==> src/rtl/mem_wb_skid.sv <==
// MEM/WB pipeline register with valid/ready handshake and a two-entry (main + skid) buffer.
// Optional stall cycle counter enabled by defining MEMWB_STALL_CNT_EN.
module mem_wb_skid #(
    parameter int DATA_W = 32,
    parameter int ADDR_W = 5,
    parameter int CNT_W  = 32
) (
    input  logic              clk,
    input  logic              rst,
    input  logic              flush,
    input  logic              mem_valid,
    output logic              mem_ready,
    input  logic [ADDR_W-1:0] mem_wd,
    input  logic              mem_wreg,
    input  logic [DATA_W-1:0] mem_wdata,
    input  logic [DATA_W-1:0] mem_hi,
    input  logic [DATA_W-1:0] mem_lo,
    input  logic              mem_whilo,
    output logic              wb_valid,
    input  logic              wb_ready,
    output logic [ADDR_W-1:0] wb_wd,
    output logic              wb_wreg,
    output logic [DATA_W-1:0] wb_wdata,
    output logic [DATA_W-1:0] wb_hi,
    output logic [DATA_W-1:0] wb_lo,
    output logic              wb_whilo,
    output logic [CNT_W-1:0]  stall_cnt
);

    typedef struct packed {
        logic [ADDR_W-1:0] wd;
        logic              wreg;
        logic [DATA_W-1:0] wdata;
        logic [DATA_W-1:0] hi;
        logic [DATA_W-1:0] lo;
        logic              whilo;
    } beat_t;

    beat_t main_q, main_d;
    beat_t skid_q, skid_d;
    logic  main_v_q, main_v_d;
    logic  skid_v_q, skid_v_d;
    beat_t mem_beat;
    logic  in_fire, out_fire;

    assign mem_beat = '{wd: mem_wd, wreg: mem_wreg, wdata: mem_wdata,
                        hi: mem_hi, lo: mem_lo, whilo: mem_whilo};

    assign mem_ready = !skid_v_q && !flush && !rst;
    assign in_fire   = mem_valid && mem_ready;
    assign out_fire  = main_v_q && wb_ready;

    always_comb begin
        main_d   = main_q;
        skid_d   = skid_q;
        main_v_d = main_v_q;
        skid_v_d = skid_v_q;
        if (flush) begin
            main_d   = '0;
            skid_d   = '0;
            main_v_d = 1'b0;
            skid_v_d = 1'b0;
        end else if (!main_v_q || out_fire) begin
            // main is free this edge: skid drains first to keep FIFO order
            if (skid_v_q) begin
                main_d   = skid_q;
                main_v_d = 1'b1;
                skid_v_d = 1'b0;
            end else if (in_fire) begin
                main_d   = mem_beat;
                main_v_d = 1'b1;
            end else begin
                main_d   = '0;
                main_v_d = 1'b0;
            end
        end else if (in_fire) begin
            skid_d   = mem_beat;
            skid_v_d = 1'b1;
        end
    end

    always_ff @(posedge clk) begin
        if (rst) begin
            main_q   <= '0;
            skid_q   <= '0;
            main_v_q <= 1'b0;
            skid_v_q <= 1'b0;
        end else begin
            main_q   <= main_d;
            skid_q   <= skid_d;
            main_v_q <= main_v_d;
            skid_v_q <= skid_v_d;
        end
    end

    assign wb_valid = main_v_q;
    assign wb_wd    = main_q.wd;
    assign wb_wreg  = main_q.wreg;
    assign wb_wdata = main_q.wdata;
    assign wb_hi    = main_q.hi;
    assign wb_lo    = main_q.lo;
    assign wb_whilo = main_q.whilo;

`ifdef MEMWB_STALL_CNT_EN
    logic [CNT_W-1:0] cnt_q, cnt_d;

    // saturating; flush deliberately leaves it alone
    always_comb begin
        cnt_d = cnt_q;
        if (main_v_q && !wb_ready && (cnt_q != {CNT_W{1'b1}}))
            cnt_d = cnt_q + 1'b1;
    end

    always_ff @(posedge clk) begin
        if (rst) cnt_q <= '0;
        else     cnt_q <= cnt_d;
    end

    assign stall_cnt = cnt_q;
`else
    assign stall_cnt = '0;
`endif

endmodule
==> config.mk <==
export PLATFORM = sky130hd
export DESIGN_NAME = mem_wb_skid
export DESIGN_NICKNAME = d
export VERILOG_FILES = /design/src/rtl/mem_wb_skid.sv
export SDC_FILE = /design/constraint.sdc
export NUM_CORES = 1
export LEC_CHECK = 0
export ABC_AREA = 1
export CAP_MARGIN = 20
export CORE_MARGIN = 2
export CORE_UTILIZATION = 40
export DETAILED_ROUTE_END_ITERATION = 8
export PLACE_DENSITY_LB_ADDON = 0.12
export SLEW_MARGIN = 5
export SYNTH_ARGS = -nofsm -noshare
export SYNTH_HDL_FRONTEND = slang
export SYNTH_SLANG_ARGS = --single-unit
export TNS_END_PERCENT = 30
==> constraint.sdc <==
create_clock -name clk -period 2 [get_ports clk]
set_clock_uncertainty 0.15 [all_clocks]
set_input_delay 0.5 -clock clk [delete_from_list [all_inputs] [get_ports clk]]
set_output_delay 0.5 -clock clk [all_outputs]
set_load 0.05 [all_outputs]
==> impl_metrics.yaml, run 1 <==
min_path:
  whs_path_depth: 2
  min_path_type: "register to register"
  hold_start: "skid_q[19]"
  min_to: "skid_q[19]"
placement:
  dp_worst_setup_slack_ns: -0.208
  place_inst: 1708
  numPortBuffers: 212
  place_area_mm2: 0.0110
  gp_routability_congestion: 0.738
  post-dp-hpwl_um: 14400
pwr:
  switching_share: 0.246
  p_seq_frac: 0.450
  clock_power_share: 0.439
  max-vdd-ir-drop_v: 0.000438
  p_int_mw: 7.06
  power_frac_comb: 0.111
  switching_power_mw: 2.31
  power.leakage_nw: 4.67
  powerDensity_mw_per_mm2: 800
  finalPower_mw: 9.37
layout:
  stdcell_area_mm2: 0.0117
  fillCellCount: 2166
  drive_above_1_share: 0.123
  final_cell_mix: "nand2_1 (310), nor2_1 (207), dfxtp_1 (207)"
  multi_input_area_mm2: 0.00367
  finish.utilization: 0.540
  fin_nets: 1561
  final_common_cell: "nand2_1"
  final_cell_count_no_fill: 1749
  ff_latch_area_mm2: 0.00417
  flow.area_growth_from_synthesis_pct: 33.5
  antenna_cells: 0
critical_path:
  reg2reg_depth: 8
  endpoint_kind: "output port"
  reg2reg_setup_slack_ns: 0.42
  crit_required_ns: 1.35
  worst_r2r_endpoint: "skid_q[70]"
  crit_fanout: 18
  worstSetupPathType: "register to output port"
  start_kind: "register"
  arrival_ns: 1.24
  r2r-start: "skid_v_q"
cts:
  clk_path_buf_depth: 3
  cts_hold_buffers: 0
  root_buffer: "clkbuf_16"
  clock_latency_ns: 0.49
  cts_setup_buffers: 0
  clkTransAtPathRegs_ns: 0.06
  cts_buffers: 23
  cts_tree: "yes"
  cts_resized: 3
  cts.sinks: 208
  cts_max_level: 1
timing:
  drv_slew: 0
  timing.fmax_ghz: 0.528
  slew_headroom: 0.666
  finalSetupViolations: 0
  fin_hold_ws_ns: 0.331
  setup_ws_ns: 0.107
  finalCriticalPeriod_ns: 1.89
  grt_setup_unrepaired: "false"
  fin_setup_tns_ns: 0
  worstMarginPinSlew_ns: 0.500
  hold_viol: 0
  min_period_over_period: 0.946
global_routing:
  grt_pass1_wl_um: 38000
  grt_pass1_vias: 7596
  track_usage: 0.194
  antenna_found_initial: 0
  grt_max_degree: 104
  grt_overflow: 0
synth:
  syn_area_mm2: 0.00878
  synth_seq_cells: 208
  synth_top_area_cell: "dfxtp_1"
  yosysUniqueCellTypes: 15
  netlist_top_cells_area: "dfxtp_1 (47%), nand2_1 (13%), a21oi_1 (12%)"
  yosysWarnings: 0
  synth_cells: 1272
  synth_top_area_frac: 0.474
  yosysSeqAreaShare: 0.474
  post_synth.cell_area_avg_um2: 6.90
detailed_routing:
  wl_um: 23200
  vias_per_cell: 4.66
  drtAntennaViolNets: 0
  drc: 0
  drt_iter0_markers: 365
  wl_per_cell_um: 13.2
  vias: 8144
  firstDrtPassIters: 5
floorplan:
  core_area_mm2: 0.0217
  die_area_mm2: 0.0231
  die_w_um: 152
  die_y_um: 152
  ios: 245
  rows: 54
  start_util: 0.405
job:
  maxCapViolCount: 0
status:
  outcome: "finished clean"
==> synthesized netlist by cell type (all sizes together) <==
library cell,number
nand3,1
clkbuf,38
buf,83
nand2,310
a21oi,206
inv,109
o21ai,105
conb,1
dfxtp,208
nor2,211
==> sequential cells by signal (all words and copies together), names as in the netlist <==
register  cells
skid_q      103
skid_v_q      1
wb_hi        32
wb_wreg       1
wb_whilo      1
wb_valid      1
wb_lo        32
wb_wd         5
wb_wdata     32
==> how the worst max path moves through the flow <==
| stage | startpoint | endpoint | slack [ns] | depth (start not counted) |
|---|---|---|---|---|
| 2_1_floorplan | skid_v_q | mem_ready | 0.06 | 3 |
| 3_3_place_gp | flush | skid_v_q | -0.22 | 6 |
| 3_5_place_dp | flush | skid_v_q | -0.21 | 6 |
| 4_1_cts | skid_v_q | mem_ready | 0.1 | 2 |
| 5_1_grt | skid_v_q | mem_ready | 0.06 | 2 |
| 6_report | skid_v_q | mem_ready | 0.11 | 2 |
==> critical path, cell delays in order (launching register included) <==
cell and delay [ns]:
dfxtp_4 0.51, nor2_2 0.09, buf_12 0.15
==> metal layers <==
layer | track usage | vias to the layer above | part of all wire
li1 | - | 4273 | -
met1 | 0.276 | 3627 | 0.48
met2 | 0.301 | 209 | 0.44
met3 | 0.0367 | 35 | 0.057
met4 | 0.0543 | 0 | 0.021
met5 | 0 | - | 0
==> power by group through the flow <==
stage | clock (mW) | combinational (mW) | sequential [mW]
floorplan | 0 | 0.508 | 4.46
global placement | 0 | 1.04 | 4.31
detailed placement | 0 | 1.04 | 4.31
CTS | 4.23 | 1.05 | 4.22
global route | 4.43 | 1.13 | 4.22
finish | 4.11 | 1.04 | 4.22
==> logic make-up (layout without fill, tap and decap cells) <==
logic type / count (synthesis) / count (layout) / share of synthesized area
other: 1 / 32 / 0.000427
and+or+nand+nor: 522 / 522 / 0.226
AOI/OAI and AO/OA: 311 / 311 / 0.177
buffers and inverters: 230 / 396 / 0.122
DFF: 208 / 208 / 0.474
==> final cells by class <==
type                       count  share of cell area
clock buffer                  40              0.0631
clock inverter                 1            0.000641
inverter                     109              0.0350
multi-input combinational    865               0.313
sequential                   208               0.356
tap                          280              0.0299
timing repair buffer         246               0.203
No activity file was read; power rests on OpenSTA's default activity.
==> run 2: changes to the inputs <==
CAP_MARGIN = 40   (was 20)
==> results of run 2 <==
Final layout, timing and power as in run 1 (identical DEF).
